[config.mk]
export PLATFORM = sky130hd
export DESIGN_NAME = svc_rv_rvfi_tracer
export DESIGN_NICKNAME = d
export VERILOG_FILES = /design/src/rtl/svc_rv_rvfi_tracer.sv
export SDC_FILE = /design/constraint.sdc
export NUM_CORES = 2
export LEC_CHECK = 0
export BUFFER_PORTS_ARGS = -buffer_cell sky130_fd_sc_hd__buf_2
export CORE_MARGIN = 2
export CORE_UTILIZATION = 60
export CTS_BUF_LIST = sky130_fd_sc_hd__clkbuf_16
export DETAILED_ROUTE_END_ITERATION = 6
export GPL_TIMING_DRIVEN = 0
export HOLD_SLACK_MARGIN = 0.1
export PLACE_DENSITY = 0.79
export SYNTH_ARGS = -nofsm -noshare
export SYNTH_HDL_FRONTEND = slang
export SYNTH_SLANG_ARGS = --single-unit
[constraint.sdc]
create_clock -name clk -period 7.8 [get_ports clk]
set_input_delay 0.39 -clock clk [delete_from_list [all_inputs] [get_ports clk]]
set_output_delay 0.39 -clock clk [all_outputs]
set_load 0.05 [all_outputs]
[src/rtl/svc_rv_rvfi_tracer.sv]
// Multi-lane RVFI retirement tracer: a ring buffer of the last DEPTH retirements, plus counters and halt/trap/timeout detection.
// Optional define SVC_RV_TRACER_ORDER_EN adds a sticky check that rvfi_order values arrive consecutively.
module svc_rv_rvfi_tracer #(
    parameter int XLEN    = 32,
    parameter int NRET    = 1,
    parameter int DEPTH   = 16,
    parameter int CNT_W   = 32,
    parameter int TIMEOUT = 0,
    localparam int AW     = $clog2(DEPTH)
) (
    input  logic                 clk,
    input  logic                 rst_n,
    input  logic                 start,
    input  logic [NRET-1:0]      rvfi_valid,
    input  logic [NRET*XLEN-1:0] rvfi_pc_rdata,
    input  logic [NRET*32-1:0]   rvfi_insn,
    input  logic [NRET-1:0]      rvfi_halt,
    input  logic [NRET-1:0]      rvfi_trap,
    input  logic [NRET*64-1:0]   rvfi_order,
    output logic [2:0]           state,
    output logic                 done,
    output logic [AW:0]          count,
    output logic [CNT_W-1:0]     retire_cnt,
    output logic [CNT_W-1:0]     cycle_cnt,
    input  logic                 rd_en,
    input  logic [AW-1:0]        rd_idx,
    output logic                 rd_valid,
    output logic                 rd_hit,
    output logic [XLEN-1:0]      rd_pc,
    output logic [31:0]          rd_insn,
    output logic                 order_err
);

    typedef enum logic [2:0] {
        S_IDLE    = 3'd0,
        S_RUN     = 3'd1,
        S_HALT    = 3'd2,
        S_TRAP    = 3'd3,
        S_TIMEOUT = 3'd4
    } state_e;

    localparam logic [CNT_W-1:0] TO_LAST = CNT_W'(TIMEOUT - 1);

    state_e                state_q, state_d;
    logic [AW-1:0]         wptr_q, wptr_d;
    logic [AW:0]           count_q, count_d;
    logic [CNT_W-1:0]      retire_cnt_q, retire_cnt_d;
    logic [CNT_W-1:0]      cycle_cnt_q, cycle_cnt_d;

    logic                  run_active;
    logic [NRET-1:0]       lane_acc;
    logic [AW-1:0]         lane_rank [NRET];
    logic [AW:0]           acc_n;
    logic                  term_trap, term_halt, lane_stop;
    logic                  timeout_hit;
    logic [AW+1:0]         count_sum;
    logic [CNT_W:0]        retire_sum;

    logic [XLEN-1:0]       pc_mem   [DEPTH];
    logic [31:0]           insn_mem [DEPTH];

    logic                  rd_valid_q, rd_hit_q;
    logic [XLEN-1:0]       rd_pc_q;
    logic [31:0]           rd_insn_q;
    logic [AW-1:0]         rd_ptr;
    logic                  rd_hit_c;

    // Retirements are only taken in RUN; a start in the same cycle discards them.
    assign run_active = (state_q == S_RUN) && !start;

    // Lane scan: compact accepted lanes into consecutive ranks and stop after the first terminal lane.
    always_comb begin
        // NOTE: every variable gets a default before the loop so no path leaves it unassigned (no latch).
        lane_acc  = '0;
        acc_n     = '0;
        term_trap = 1'b0;
        term_halt = 1'b0;
        lane_stop = 1'b0;
        for (int k = 0; k < NRET; k++) begin
            lane_rank[k] = acc_n[AW-1:0];
            if (run_active && !lane_stop && rvfi_valid[k]) begin
                lane_acc[k] = 1'b1;
                acc_n       = acc_n + (AW+1)'(1);
                if (rvfi_trap[k] || rvfi_halt[k]) begin
                    lane_stop = 1'b1;
                    term_trap = rvfi_trap[k];
                    term_halt = rvfi_halt[k];
                end
            end
        end
    end

    assign timeout_hit = (TIMEOUT != 0) && run_active && (cycle_cnt_q == TO_LAST);

    always_ff @(posedge clk or negedge rst_n) begin
        if (!rst_n) state_q <= S_IDLE;
        else        state_q <= state_d;
    end

    always_comb begin
        state_d = state_q;
        if (start) begin
            state_d = S_RUN;
        end else if (state_q == S_RUN) begin
            if (term_trap)        state_d = S_TRAP;
            else if (term_halt)   state_d = S_HALT;
            else if (timeout_hit) state_d = S_TIMEOUT;
        end
    end

    always_comb begin
        done = (state_q == S_HALT) || (state_q == S_TRAP) || (state_q == S_TIMEOUT);
    end

    assign count_sum  = {1'b0, count_q} + {1'b0, acc_n};
    assign retire_sum = {1'b0, retire_cnt_q} + (CNT_W+1)'(acc_n);

    always_comb begin
        wptr_d       = wptr_q;
        count_d      = count_q;
        retire_cnt_d = retire_cnt_q;
        cycle_cnt_d  = cycle_cnt_q;
        if (start) begin
            wptr_d       = '0;
            count_d      = '0;
            retire_cnt_d = '0;
            cycle_cnt_d  = '0;
        end else if (run_active) begin
            wptr_d       = wptr_q + acc_n[AW-1:0];
            count_d      = (count_sum > (AW+2)'(DEPTH)) ? (AW+1)'(DEPTH) : count_sum[AW:0];
            retire_cnt_d = retire_sum[CNT_W] ? '1 : retire_sum[CNT_W-1:0];
            cycle_cnt_d  = (&cycle_cnt_q) ? cycle_cnt_q : cycle_cnt_q + CNT_W'(1);
        end
    end

    always_ff @(posedge clk or negedge rst_n) begin
        // NOTE: sequential state uses non-blocking assignments so every register samples pre-edge values.
        if (!rst_n) begin
            wptr_q       <= '0;
            count_q      <= '0;
            retire_cnt_q <= '0;
            cycle_cnt_q  <= '0;
        end else begin
            wptr_q       <= wptr_d;
            count_q      <= count_d;
            retire_cnt_q <= retire_cnt_d;
            cycle_cnt_q  <= cycle_cnt_d;
        end
    end

    // NOTE: the ring is not reset; count gates every read, so stale contents are never exposed.
    always_ff @(posedge clk) begin
        for (int k = 0; k < NRET; k++) begin
            if (lane_acc[k]) begin
                pc_mem[wptr_q + lane_rank[k]]   <= rvfi_pc_rdata[k*XLEN +: XLEN];
                insn_mem[wptr_q + lane_rank[k]] <= rvfi_insn[k*32 +: 32];
            end
        end
    end

    assign rd_ptr   = wptr_q - AW'(1) - rd_idx;
    assign rd_hit_c = {1'b0, rd_idx} < count_q;

    always_ff @(posedge clk or negedge rst_n) begin
        if (!rst_n) begin
            rd_valid_q <= 1'b0;
            rd_hit_q   <= 1'b0;
            rd_pc_q    <= '0;
            rd_insn_q  <= '0;
        end else begin
            rd_valid_q <= rd_en;
            if (rd_en) begin
                rd_hit_q  <= rd_hit_c;
                rd_pc_q   <= rd_hit_c ? pc_mem[rd_ptr]   : '0;
                rd_insn_q <= rd_hit_c ? insn_mem[rd_ptr] : '0;
            end
        end
    end

`ifdef SVC_RV_TRACER_ORDER_EN
    logic [63:0] exp_order_q;
    logic        order_err_q;
    logic        order_bad;

    always_comb begin
        order_bad = 1'b0;
        for (int k = 0; k < NRET; k++) begin
            if (lane_acc[k] && (rvfi_order[k*64 +: 64] != exp_order_q + 64'(lane_rank[k])))
                order_bad = 1'b1;
        end
    end

    always_ff @(posedge clk or negedge rst_n) begin
        if (!rst_n) begin
            exp_order_q <= '0;
            order_err_q <= 1'b0;
        end else if (start) begin
            exp_order_q <= '0;
            order_err_q <= 1'b0;
        end else if (run_active) begin
            exp_order_q <= exp_order_q + 64'(acc_n);
            if (order_bad) order_err_q <= 1'b1;
        end
    end

    assign order_err = order_err_q;
`else
    logic unused_order;
    assign unused_order = ^rvfi_order;
    assign order_err    = 1'b0;
`endif

    assign state      = state_q;
    assign count      = count_q;
    assign retire_cnt = retire_cnt_q;
    assign cycle_cnt  = cycle_cnt_q;
    assign rd_valid   = rd_valid_q;
    assign rd_hit     = rd_hit_q;
    assign rd_pc      = rd_pc_q;
    assign rd_insn    = rd_insn_q;

endmodule

After elaboration in Yosys (flattened, before gate mapping)
Memories as Yosys holds them, arrays and structs flattened.
Cells that the tools add are included.
Widths: inputs -> output; s select.
{"block": "totals", "in_bits": 139, "ff_bits": 142, "output_inout_bits": 140, "word_cells": 61, "memories": 2, "ram_bits": 1024}
{"name": "insn_mem", "words": 16, "width": 32, "rd": 1, "rd_clocked_by_memory_dff": 0, "write_ports": 1, "line": "60", "rtl": "logic [31:0] insn_mem [DEPTH];"}
{"name": "pc_mem", "words": 16, "width": 32, "rd": 1, "rd_clocked_by_memory_dff": 0, "write_ports": 1, "line": "59", "rtl": "logic [XLEN-1:0] pc_mem [DEPTH];"}
{"block": "op_classes", "n_eq_ne": 5, "addsub": 6, "muxes": 25, "n_reduce_logical": 12, "n_lt_le_gt_ge": 2}
{"cell": "$mux 32", "count": 8}
{"cell": "$add 32x1->33", "count": 1}
{"cell": "$add 32x1->32 const B", "count": 1}
{"cell": "$reduce_and 32->1", "count": 1}
{"cell": "$mux 5", "count": 3}
{"cell": "$mux 3", "count": 4}
{"cell": "$mux 1", "count": 8}
{"cell": "$mux 4", "count": 2}
{"cell": "$add 5x1->6", "count": 1}
{"cell": "$eq 3x2->1 const B", "count": 2}
{"cell": "$gt 6x5->1 const B", "count": 1}
{"cell": "$lt 4x5->1", "count": 1}
{"cell": "$add 4x1->4", "count": 1}
{"cell": "$reduce_and 2->1", "count": 2}
{"cell": "$reduce_bool 2->1", "count": 2}
{"cell": "$sub 4x1->4 const B", "count": 1}
{"cell": "$sub 4x4->4", "count": 1}
{"cell": "$eq 3x1->1 const B", "count": 1}
{"cell": "$eq 3x3->1 const B", "count": 1}
{"cell": "$logic_or 1x1->1", "count": 3}
{"cell": "$reduce_bool 3->1", "count": 1}
{"cell": "$logic_and 1x1->1", "count": 2}
{"cell": "$ne 2x2->1 const B", "count": 1}
{"cell": "$logic_not 1->1", "count": 1}

Depth between registers and ports, before layout
{"block": "depth", "depth_word": 9, "mapped_depth": 12, "depth_no_buf": 11}

Worst setup path before layout
Ideal clock, no wire load.
{"block": "synth_timing", "path_kind": "register to register", "startpoint": "reg state_q[0] (netlist: state[0])", "endpoint": "mem insn_mem[0][0] (enable)", "path_buffers": 0, "stages_incl_launch_ff": 5, "slack_ns": 1.288, "arrival_time_ns": 5.947, "required_ns": 7.235, "period_less_slack_ns": 6.512, "setup_time_ns": 0.565, "path_cell_list": "dfrtp_1 -> nor2b_1 -> nand3_1 -> or3_1 -> nor3_1"}
{"block": "synth_between", "elab_chain_cells": 6}
{"item": "start: declaration", "line": "44", "rtl": "state_e state_q, state_d;"}
{"item": "start signal: assignment", "line": "97", "rtl": "else state_q <= state_d;"}
{"item": "$eq 3x1->1", "line": "69", "rtl": "assign run_active = (state_q == S_RUN) && !start;"}
{"item": "$logic_and 1x1->1", "line": "69"}
{"item": "$logic_and 1x1->1", "line": "81", "rtl": "if (run_active && !lane_stop && rvfi_valid[k]) begin"}
{"item": "$mux 1", "line": "81"}
{"item": "$mux 1", "line": "154", "rtl": "if (lane_acc[k]) begin"}
{"item": "$mux 1 (implied by the code)", "line": "156", "rtl": "insn_mem[wptr_q + lane_rank[k]] <= rvfi_insn[k*32 +: 32];"}
{"item": "end: declaration", "line": "60"}
Every way passes these cells.

Final worst setup path
{"block": "layout_timing", "startpoint": "reg wptr_q[1]", "endpoint": "reg rd_insn_q[4] (netlist: rd_insn[4])"}
{"block": "layout_between", "elab_chain_cells": 4}
{"item": "start: declaration", "line": "45", "rtl": "logic [AW-1:0] wptr_q, wptr_d;"}
{"item": "start signal: assignment", "line": "144", "rtl": "wptr_q <= wptr_d;"}
{"item": "$sub 4x1->4", "line": "161", "rtl": "assign rd_ptr = wptr_q - AW'(1) - rd_idx;"}
{"item": "$sub 4x4->4", "line": "161"}
{"item": "$mem_v2 16x32"}
{"item": "$mux 32", "line": "175", "rtl": "rd_insn_q <= rd_hit_c ? insn_mem[rd_ptr] : '0;"}
{"item": "end signal: assignment", "line": "175"}
{"item": "end: declaration", "line": "64", "rtl": "logic [31:0] rd_insn_q;"}
Every way passes these cells.
A chain may end at the register's enable or synchronous reset.

==> results.md <==
- Buffers inserted during clock tree synthesis total 110.
- The post-layout minimum cycle time is 4004 ps.
- The fmax is 249.7 MHz.
- The remaining antenna violation count is 0.
- The mapped cell area is 0.04499 sq mm.
- The type of the setup path with the least slack is reg2reg.
- The final cell utilization of the core is 0.7083.
- After synthesis, the netlist uses 57 different library cells.
- In this run the core area contains 100 standard-cell rows.
- The first routing iteration left 3419 violations.
- For this configuration, the core starts out at a cell density of 0.6053.
- The total global routing overflow is 0.
- The sum of internal, switching and leakage power is 13650 uW.
- The average footprint of a synthesized cell is 19.76 sq um.
- The first detailed-routing pass took 7 iterations.
- Setup repair after global routing left no endpoint under its margin.
- The worst setup path is captured at a flip-flop.
- The startpoint identified for the worst register-to-register timing path is wptr_q[1].
- The number of instances resized during post-cts repair is 0.
- Synthesis produced a netlist whose cell count is 2277.
- The share of synthesized area in the top cell type comes to 0.6835.
- In the final design database the tool counted 2882 nets.
- Detailed placement ended at an HPWL of 68.75 mm.
- In this run the worst path has a maximum fanout of 10.
- The worst relative slew slack is 0.08824.
- Summed over all instances, the cell type with the most area after synthesis is edfxtp_1.
- The detail-routed net length per standard cell is 31.63 microns.
- The synthesized design contains 1165 register bits.
- The final cell count without fillers is 3800.
- Of the cells placed in the final design, the portion with a size suffix greater than 1 is 0.2618.
- The number of H-tree branching levels is 3.
- The number of synthesized flops with an enable pin is 1024.
- The sum of routed wire length over all layers is 120.2 mm.
- The number of fill cells in the layout is 4246.
- The area of the multi-input gates is 0.01020 sq mm.
- No sink is reached through more buffers than the 3 on the longest clock path.
- The register area is 0.03428 sq mm.
- The most used standard cell by instance count after synthesis is edfxtp_1.
- Max-cap violations in this run came to 0.
- The floorplan step defined a die boundary enclosing 0.07719 sq mm.
- The overall fraction of global-route tracks in use is 0.3158.
- The clock reaches the later pin of the worst-skew pair after 690 ps.
- Across all register-to-register paths, the minimum setup slack is 3800 ps.
- The startpoint kind of the worst setup timing path is a flip-flop.
- The tightest min-delay check is of the in2async type.
- Dividing the final minimum period by the clock period gives 0.5134.
- In this run the power density over the cells is 259.2 mW/mm^2.
- The number of warnings printed during yosys synthesis is 0.
- The length in cells of the worst reg-to-reg path is 8.
- Counting flops with an async set or reset pin after synthesis yields a share of 0.1210.
- The setup-violating endpoint count in the final report is 0.
- The leakage power is 0.01780 uW.
- The floorplan die width is 277.8 microns.
- The first-pass GRT wire length is 176.9 mm.
- In the routed design, unresolved DRC markers number 2.
- Post-CTS timing repair inserted 0 buffers for setup.
- Clock skew on the completed layout was measured at 25.60 ps.
- The pin count of the biggest net entering global routing is 73.
- The final-report max-slew violation count came to 0.
- The count of input and output buffers is 212.
- The data required time at the worst endpoint is 8350 ps.
- The floorplan step set the die height to 277.8 microns.
- At the end of routability-driven placement, the weighted congestion stood at 0.8871.
- By count the netlist is led by edfxtp_1, mux4_2, nor3_1.
- By area the synthesized netlist is led by edfxtp_1, mux4_2, dfrtp_1.
- STA puts the critical path data arrival time at 4560 ps.
- The run finished, with violations left.
- The clock tree from TritonCTS is done.
- The maximum ir drop on the vdd rail is 0.0001980 V.
- The synthesis-to-layout area growth is 17.01%.
- Before CTS, the worst setup slack after placement is 3843 ps.
- The via count is 25930.
- The region available for standard cell placement spans 0.07432 sq mm.
- The total of hold buffers inserted after clock tree synthesis is 70.
- The aggregate negative setup slack is 0 ps.
- CTS saw 1165 sinks.
- The checks that failed: DRC.
- The number of antenna violations at the first check in global routing came to 7.
- The clock input transition at the sequential cells of the worst setup and hold paths is 70 ps.
- In this run, placement finished with an instance count of 3517.
- The endpoint of the worst register-to-register path is rd_insn[4].
- The post-synthesis sequential area ratio is 0.7619.
- At the pin with the least slew margin, the transition time is 1368 ps.
- The number of global-route vias before repair is 26860.
- Once routing completed, OpenROAD measured the worst setup slack at 3796 ps.
- In the synthesized netlist the dominant register cell turns out to be edfxtp_1.
- The via density per instance is 6.823.
- The total count of hold-check failures in the final report came to 0.
- The number of I/O pins is 279.
- The tree is rooted in a clkbuf_16.
==> critical path, cell delays in order, from the launching register on <==
cell	delay [ps]
dfrtp_1	520
ha_1	300
a21o_1	180
a21oi_1	260
xnor2_1	180
clkbuf_1	1030
clkbuf_1	720
nor3_1	230
o41ai_1	460
==> per-stage QoR <==
| stage | hold WS (ps) | cell area, sq um |
|---|---|---|
| 3_3_place_gp | 465.0 | 47270 |
| 3_5_place_dp | 408.2 | 48280 |
| 2_1_floorplan | 94.41 | 44990 |
| 4_1_cts | 284.7 | 52630 |
| 5_1_grt | 348.5 | 52630 |
| 6_report | 279.7 | 52640 |
==> registers in the layout, summed over array words and instances (netlist names) <==
name / count
rd_insn: 32
count: 5
rd_hit: 1
retire_cnt: 32
cycle_cnt: 32
state: 2
rd_valid: 1
wptr_q: 4
pc_mem: 512
insn_mem: 512
rd_pc: 32
==> cells by family (layout without fill, tap and decap cells) <==
group	after synthesis	count (layout)	synth area share
flip-flops	1165	1165	0.7619
AND/OR/NAND/NOR	430	430	0.05034
multiplexers	258	258	0.1286
AO/OA/AOI/OAI	223	223	0.03471
buffers and inverters	153	702	0.01393
XOR/XNOR	34	34	0.006619
adder cells (fa/ha/maj)	13	13	0.003782
other	1	6	0.00008336
==> cell type report <==
class,count,area share
clock inverter,98,0.01654
clock buffer,111,0.05277
sequential,1165,0.6512
tap,969,0.02303
timing repair buffer,340,0.05068
inverter,20,0.001426
antenna,4,0.0001902
buffer,133,0.01048
multi-input combinational,960,0.1937
==> power breakdown <==
part           internal [uW]  switching [uW]  total [uW]
Clock                   3060            2370        5430
Sequential              6850            51.2        6910
Combinational            475             841        1320
Total                  10400            3260       13600
==> how the worst max path moves through the flow <==
stage          startpoint              to  slack, ps  cells past startpoint
4_1_cts         wptr_q[0]       rd_pc[20]       3780                      7
3_3_place_gp        start    pc_mem[0][3]      -3690                      6
2_1_floorplan    state[0]  insn_mem[0][0]       1290                      4
3_5_place_dp    rd_idx[0]       rd_pc[23]       3840                      9
5_1_grt         wptr_q[0]       rd_pc[20]       3570                      7
6_report        wptr_q[1]      rd_insn[4]       3800                      8
==> cell usage in the layout (no fill, tap or decap), drive strengths merged, types with 5 or more instances in the layout <==
cell type,n
and4,5
ha,12
o21ai,25
nor2,75
nand4,13
and3,9
or4,5
a311oi,7
dlygate4sd3,70
mux4,256
xor2,5
inv,48
nor3,153
nand3,33
o41ai,64
buf,302
a21oi,31
nand2,34
nor4,12
a31oi,8
bufinv,14
edfxtp,1024
nand2b,69
clkinv,52
clkbuf,212
xnor2,29
or3,8
dfrtp,141
o22ai,65
==> routing by layer <==
layer | global-route usage | part of all wire | wire length [microns] | vias up
met5 | 0 | 0.00042 | 51 | -
met4 | 0.1447 | 0.046 | 5479 | 8
met3 | 0.05382 | 0.10 | 12520 | 336
met2 | 0.5258 | 0.50 | 60620 | 1999
met1 | 0.4138 | 0.35 | 41520 | 13240
li1 | - | - | - | 10340
No activity file was read; power rests on OpenSTA's default activity.
